### src/rtl/tmds_channel_decoder.sv
// TMDS receive channel: registered 10b -> 8b data / 2b control decode plus bitslip word alignment.
// Defining TMDS_DEC_ERRCNT_EN adds the errCount port counting short control-token runs while locked.
module tmds_channel_decoder #(
    parameter int LOCK_RUN      = 8,
    parameter int SEARCH_WINDOW = 4096,
    parameter int SETTLE_CYCLES = 16,
    parameter int LOSS_WINDOW   = 4096
) (
    input  logic        pixelClk,
    input  logic        resetn,
    input  logic [9:0]  tmdsIn,
    output logic [7:0]  dataOut,
    output logic        de,
    output logic [1:0]  ctrl,
    output logic        locked,
    output logic        bitslip
`ifdef TMDS_DEC_ERRCNT_EN
    ,
    output logic [15:0] errCount
`endif
);

    localparam int RUN_W  = $clog2(LOCK_RUN + 1);
    localparam int WIN_W  = (SEARCH_WINDOW > 1) ? $clog2(SEARCH_WINDOW) : 1;
    localparam int SET_W  = (SETTLE_CYCLES > 1) ? $clog2(SETTLE_CYCLES) : 1;
    localparam int LOSS_W = (LOSS_WINDOW > 1) ? $clog2(LOSS_WINDOW) : 1;

    localparam logic [RUN_W-1:0]  RUN_MAX   = RUN_W'(LOCK_RUN);
    localparam logic [WIN_W-1:0]  WIN_LAST  = WIN_W'(SEARCH_WINDOW - 1);
    localparam logic [SET_W-1:0]  SET_LAST  = SET_W'(SETTLE_CYCLES - 1);
    localparam logic [LOSS_W-1:0] LOSS_LAST = LOSS_W'(LOSS_WINDOW - 1);

    localparam logic [1:0] ST_SEARCH = 2'd0;
    localparam logic [1:0] ST_SLIP   = 2'd1;
    localparam logic [1:0] ST_SETTLE = 2'd2;
    localparam logic [1:0] ST_LOCKED = 2'd3;

    logic       is_token;
    logic [1:0] tok_ctrl;
    logic [7:0] q_inv;
    logic [7:0] dec_data;

    always_comb begin
        is_token = 1'b1;
        tok_ctrl = 2'b00;
        case (tmdsIn)
            10'b1101010100: tok_ctrl = 2'b00;
            10'b0010101011: tok_ctrl = 2'b01;
            10'b0101010100: tok_ctrl = 2'b10;
            10'b1010101011: tok_ctrl = 2'b11;
            default:        is_token = 1'b0;
        endcase
    end

    // q[9] flags a DC-balancing inversion; q[8] selects XOR versus XNOR chaining.
    assign q_inv       = tmdsIn[9] ? ~tmdsIn[7:0] : tmdsIn[7:0];
    assign dec_data[0] = q_inv[0];

    genvar gi;
    generate
        for (gi = 1; gi < 8; gi++) begin : g_dec
            assign dec_data[gi] = tmdsIn[8] ? (q_inv[gi] ^ q_inv[gi-1])
                                            : ~(q_inv[gi] ^ q_inv[gi-1]);
        end
    endgenerate

    logic [7:0] data_reg;
    logic       de_reg;
    logic [1:0] ctrl_reg;

    always_ff @(posedge pixelClk or negedge resetn) begin
        if (!resetn) begin
            data_reg <= '0;
            de_reg   <= 1'b0;
            ctrl_reg <= 2'b00;
        end else begin
            de_reg <= ~is_token;
            if (is_token) ctrl_reg <= tok_ctrl;
            else          data_reg <= dec_data;
        end
    end

    assign dataOut = data_reg;
    assign de      = de_reg;
    assign ctrl    = ctrl_reg;

    logic [1:0]        state_reg,   state_next;
    logic [RUN_W-1:0]  run_reg,     run_next, run_step;
    logic [WIN_W-1:0]  window_reg,  window_next;
    logic [SET_W-1:0]  settle_reg,  settle_next;
    logic [LOSS_W-1:0] loss_reg,    loss_next;
    logic              bitslip_reg, bitslip_next;

    always_comb begin
        state_next   = state_reg;
        run_next     = run_reg;
        window_next  = window_reg;
        settle_next  = settle_reg;
        loss_next    = loss_reg;
        bitslip_next = (state_reg == ST_SLIP);
        run_step     = is_token ? ((run_reg == RUN_MAX) ? run_reg : run_reg + 1'b1) : '0;
        case (state_reg)
            ST_SEARCH: begin
                run_next = run_step;
                // A completed token run takes priority over an expiring search window.
                if (run_reg == RUN_MAX) begin
                    state_next  = ST_LOCKED;
                    window_next = '0;
                    loss_next   = '0;
                end else if (window_reg == WIN_LAST) begin
                    state_next  = ST_SLIP;
                    run_next    = '0;
                    window_next = '0;
                end else begin
                    window_next = window_reg + 1'b1;
                end
            end
            ST_SLIP: begin
                state_next  = ST_SETTLE;
                settle_next = '0;
            end
            ST_SETTLE: begin
                if (settle_reg == SET_LAST) begin
                    state_next  = ST_SEARCH;
                    settle_next = '0;
                    run_next    = '0;
                    window_next = '0;
                end else begin
                    settle_next = settle_reg + 1'b1;
                end
            end
            ST_LOCKED: begin
                run_next = run_step;
                if (is_token) begin
                    loss_next = '0;
                end else if (loss_reg == LOSS_LAST) begin
                    state_next  = ST_SEARCH;
                    run_next    = '0;
                    window_next = '0;
                    loss_next   = '0;
                end else begin
                    loss_next = loss_reg + 1'b1;
                end
            end
            default: state_next = ST_SEARCH;
        endcase
    end

    always_ff @(posedge pixelClk or negedge resetn) begin
        if (!resetn) begin
            state_reg   <= ST_SEARCH;
            run_reg     <= '0;
            window_reg  <= '0;
            settle_reg  <= '0;
            loss_reg    <= '0;
            bitslip_reg <= 1'b0;
        end else begin
            state_reg   <= state_next;
            run_reg     <= run_next;
            window_reg  <= window_next;
            settle_reg  <= settle_next;
            loss_reg    <= loss_next;
            bitslip_reg <= bitslip_next;
        end
    end

    assign locked  = (state_reg == ST_LOCKED);
    assign bitslip = bitslip_reg;

`ifdef TMDS_DEC_ERRCNT_EN
    logic [15:0] err_reg, err_next;

    // A run that ended before reaching LOCK_RUN tokens is a short (erroneous) control period.
    always_comb begin
        err_next = err_reg;
        if (state_reg == ST_LOCKED && !is_token && run_reg != '0 &&
            run_reg != RUN_MAX && err_reg != 16'hFFFF)
            err_next = err_reg + 16'd1;
    end

    always_ff @(posedge pixelClk or negedge resetn) begin
        if (!resetn) err_reg <= '0;
        else         err_reg <= err_next;
    end

    assign errCount = err_reg;
`endif

endmodule

### config.mk
export PLATFORM = sky130hd
export DESIGN_NAME = tmds_channel_decoder
export DESIGN_NICKNAME = d
export VERILOG_FILES = /design/src/rtl/tmds_channel_decoder.sv
export SDC_FILE = /design/constraint.sdc
export NUM_CORES = 1
export LEC_CHECK = 0
export BUFFER_PORTS_ARGS = -buffer_cell sky130_fd_sc_hd__buf_2
export CAP_MARGIN = 20
export CORE_MARGIN = 2
export CORE_UTILIZATION = 55
export DETAILED_ROUTE_END_ITERATION = 8
export PLACE_DENSITY = 0.75
export SYNTH_ARGS = -nofsm -noshare
export SYNTH_HDL_FRONTEND = slang
export SYNTH_SLANG_ARGS = --single-unit
### constraint.sdc
create_clock -name pixelClk -period 2.3 [get_ports pixelClk]
set_input_delay 0.23 -clock pixelClk [delete_from_list [all_inputs] [get_ports pixelClk]]
set_output_delay 0.23 -clock pixelClk [all_outputs]
set_load 0.01 [all_outputs]
Word level (Yosys, flattened, before mapping):

Index checks and enable logic that the tools add are counted.

* $add $sub $neg: 4
* eq/ne operators: 16
* multiplexer cells: 36
* bitwise operators: 16
* reduce and logical (&&, ||, !) cells: 9

Operators with widths (count)
* $mux 12: 8
* $pmux 12 s3: 1
* $mux 4: 8
* $add 12x1->12 const B: 2
* $eq 12x12->1 const B: 2
* $pmux 12 s2: 1
* $eq 10x10->1 const B: 2
* $pmux 4 s3: 1
* $eq 10x8->1 const B: 1
* $eq 10x9->1 const B: 1
* $mux 2: 5
* $add 4x1->4 const B: 2
* $eq 4x4->1 const B: 2
* $mux 1: 8
* $mux 8: 1
* $not 1->1: 8
* $not 8->8: 1
* $pmux 2 s4: 1
* $pmux 4 s2: 1
* $reduce_and 4->1: 2
* $xor 1x1->1: 7
* $ne 2x2->1 const B: 3
* $pmux 2 s3: 1
* $eq 2x2->1 const B: 2
* other kinds (8): 10

* bits in registers: 46

Longest topological paths before layout:

* depth in word-level cells: 7
* depth in mapped cells: 9
* depth with buffers taken out: 8

Least setup slack after synthesis:

No wires, ideal clock.

* path kind: register to register
* from: register state_reg[0]
* to: register loss_reg[6]
* data arrival time: 1.752 ns
* data required time: 2.217 ns
* setup slack: 0.465 ns
* cell stages (with the launch flop): 8
* period minus slack after synthesis: 1.835 ns
* cell sequence: dfrtp_1 -> ha_1 -> buf_2 -> nand2b_1 -> and2_1 -> nand2b_1 -> or4_1 -> o21ai_0

* longest elaborated chain between the ends: 3
* elaborated cells on any way between the ends: 6
* those cells by class: eq/ne: 2; mux: 1; reduce/logical: 3

Ends and longest elaborated chain
* start: declaration: line 87 `logic [1:0] state_reg, state_next;`
* start signal: assignment: line 158 `state_reg <= state_next;`
* $eq 2x2->1 (*)
* named net locked: line 15 `output logic locked,`
* $reduce_bool 2->1 (no source line)
* $reduce_and 2->1 (no source line)
* end signal: assignment: line 162 `loss_reg <= loss_next;`
* end: declaration: line 91 `logic [LOSS_W-1:0] loss_reg, loss_next;`

Mark *: on every way through the listed nets, which the timed path passes. The rest lies on a longest branch.
A chain may end at the register's enable or synchronous reset.

Worst setup path after layout:

* from: register run_reg[0]
* to: register window_reg[3]

* longest elaborated chain between the ends: 3

Ends and longest elaborated chain
* start: declaration: line 88 `logic [RUN_W-1:0] run_reg, run_next, run_step;`
* start signal: assignment: line 159 `run_reg <= run_next;`
* $eq 4x4->1: line 106 `if (run_reg == RUN_MAX) begin`
* $mux 12: line 106
* $pmux 12 s3: line 102 `case (state_reg)`
* end signal: assignment: line 160 `window_reg <= window_next;`
* end: declaration: line 89 `logic [WIN_W-1:0] window_reg, window_next;`

No other way between the ends.

==> run_results.csv <==
group,metric,value,unit
critical_path,r2r-start,"run_reg[0]",
global_route,grt_pass1_vias,2053,
worst_hold_path,min_path_type,"input pin to register",
timing,slew_headroom,0.549,
timing,setup_viol_count_final,0,
timing,finClkSkew,9.03,ps
routing,drt-met1-wl,2760,um
die,die_area,5640,um2
routing,wl_met2,2520,um
clock_network,cts_tree,"done",
timing,holdWs,161,ps
timing,tns,0,ps
synth,yosysTopAreaCell,"dfrtp_1",
routing,via_per_inst,5.70,
critical_path,critPathArrivalTime,2290,ps
flow_run,drv_cap,0,
critical_path,cpMaxStageDelayCell,"dfrtp_1",
clock_network,cts_made_buffers,5,
synth,syn-instance-count,298,
clock_network,root_buffer,"clkbuf_8",
layout,fillers,412,
timing,tightest_slew,675,ps
layout,layout-drive-gt1-share,0.160,
layout,multiInputGateArea,1490,um2
layout,syn2layout_area_growth,10.4,%
die,pin_count,25,
routing,dr.pass1.iters,5,
routing,maxUsedRoutingLayer,"met4",
layout,num-nets-final,349,
layout,final_util,0.641,
power,power_density,615,nW/um2
timing,finalCritPeriodShare,0.908,
die,die_x,75.1,um
timing,setup_slack,212,ps
power,report.power.total,1.89,mW
critical_path,ff2ff_setup_slack,210,ps
power,leakagePower,1.33,nW
routing,ant_nets,0,
synth,yosysSeqAreaShare,0.414,
timing,slew_violations,0,
synth,syn-cell-area,2780,um2
routing,vias,2242,
worst_hold_path,holdPathEnd,"ctrl[1]",
routing,drt_iter0_drc,98,
global_route,track_usage,0.213,
die,dieHeight,75.1,um
placement,place.gp.congestion,0.867,
synth,synth-edff-count,0,
synth,synth_ff_type,"dfrtp_1",
synth,netlist.area_leader.share,0.414,
layout,antennaDiodeCount,0,
clock_network,post_cts_buffers,0,
worst_hold_path,worstHoldStart,"tmdsIn[9]",
clock_network,clk_latency,300,ps
critical_path,path_cells,"inv_1 > ha_1 > and3b_1 > or3_1 > nor2_2 > a211o_1 > a21o_1",
layout,final_area,3070,um2
clock_network,cts_hold_buf,1,
critical_path,startpoint_type,"register",
routing,drc,0,
placement,placedCellCount,384,
global_route,grt_pass1_wl,9270,um
timing,max_freq,0.479,GHz
clock_network,clock_path_buffers,2,
synth,synth_commonest_cells,"46 x dfrtp_1, 37 x nand2_1, 23 x o21ai_0, 21 x nand3_1, 19 x nor2_1",
clock_network,cts.sinks,46,
critical_path,end_kind,"register",
critical_path,path_max_fanout,9,
timing,period_minus_slack,2090,ps
synth,ys_seq_elements,46,
global_route,antenna_found_initial,0,
die,core-area,4790,um2
timing,rsz0062_at_grt,"no",
die,start_util,0.581,
outcome,status,"finished clean",
routing,totalWireLength,5540,um
synth,ys_warn_count,0,
layout,fin_cells,393,
synth,syn_nets,322,
die,rows,25,
placement,dpl_cell_area,2950,um2
critical_path,worstPathRequired,2500,ps
synth,post_synth_num_cell_types,55,
critical_path,r2r-end,"window_reg[3]",
routing,wl_met3,194,um
synth,yosysMostFrequentCell,"dfrtp_1",
layout,seq_area,1150,um2
routing,avgRoutedWirePerCell,14.1,um
placement,dp_worst_setup_slack,239,ps
clock_network,cts_resized,0,
critical_path,cpPeakStageDelay,420,ps
critical_path,critPathKind,"register to register",
synth,syn_avg_cell_area,9.33,um2
critical_path,ff2ff_path_depth,7,
clock_network,h-tree-depth,2,
synth,synthArstFlopShare,1.00,
worst_hold_path,hold_depth,2,
timing,hold_violations,0,
global_route,grt_max_degree,30,
global_route,overflow,0,
placement,post-dp-hpwl,4040,um
synth,yosys-top-cells-area,"dfrtp_1 41%, ha_1 5.4%, nand2_1 5.0%",
placement,port_buffers,24,
power,ir_drop,462,uV
clock_network,clkTransAtPathRegs,90,ps
[layer usage]
layer  global-route usage  up-vias
met1                0.310     1058
li1                     -     1131
met5                    0        -
met2                0.317       47
met3               0.0428        6
met4               0.0774        0
[cells by family after synthesis]
kind of cell / after synthesis / share of synthesized area
buf+inv: 26 / 0.0491
flops: 46 / 0.414
mux: 5 / 0.0180
fa+ha+maj: 12 / 0.0540
xor+xnor: 16 / 0.0504
simple gates: 125 / 0.246
compound gates: 68 / 0.168
[report_power, final]
group	switching, mW	total (mW)	internal, mW
clock network	0.276	0.596	0.320
logic	0.133	0.261	0.128
registers	0.117	1.03	0.914
[how the worst max path moves through the flow]
stage / slack [ps] / start / end / cells after the start
2_1_floorplan: 470 / state_reg[0] / loss_reg[6] / 7
3_3_place_gp: 270 / tmdsIn[0] / window_reg[9] / 8
3_5_place_dp: 240 / run_reg[0] / window_reg[3] / 7
4_1_cts: 220 / run_reg[0] / window_reg[3] / 7
5_1_grt: 50 / state_reg[0] / state_reg[0] / 5
6_report: 210 / run_reg[0] / window_reg[3] / 7
[layout by cell type, fill, tap and decap left out, drive strengths merged, types with 2 or more instances in the layout]
| cell type | n |
|---|---|
| mux2i | 5 |
| o32ai | 2 |
| and2 | 4 |
| nand2 | 39 |
| or3 | 5 |
| buf | 30 |
| nor2b | 2 |
| a211oi | 4 |
| nand4 | 7 |
| o31ai | 8 |
| o2bb2ai | 2 |
| o21ai | 23 |
| clkbuf | 5 |
| a21o | 4 |
| a21oi | 9 |
| inv | 15 |
| nand3 | 21 |
| xnor2 | 11 |
| ha | 12 |
| xor2 | 5 |
| dfrtp | 46 |
| a211o | 2 |
| a22o | 2 |
| a31oi | 4 |
| and3 | 4 |
| o22ai | 2 |
| and4bb | 3 |
| nand2b | 3 |
| clkinv | 2 |
| o41ai | 2 |
| and4 | 3 |
| nor3 | 9 |
| nor2 | 20 |
[cell type report]
| class | count | area share |
|---|---|---|
| Clock buffer | 5 | 0.0224 |
| Clock inverter | 3 | 0.0131 |
| Inverter | 15 | 0.0184 |
| Multi-Input combinational cell | 226 | 0.486 |
| Sequential cell | 46 | 0.375 |
| Tap cell | 67 | 0.0273 |
| Timing Repair Buffer | 31 | 0.0571 |
[worst max-delay path, delay by kind of cell, from the launching register on]
| family | cells | cell delay, ps |
|---|---|---|
| and+or+nand+nor | 3 | 830 |
| AOI/OAI and AO/OA | 2 | 450 |
| DFF | 1 | 420 |
| buffers and inverters | 1 | 90 |
| adders and majority gates | 1 | 190 |
Power figures use the tool's default switching activity.
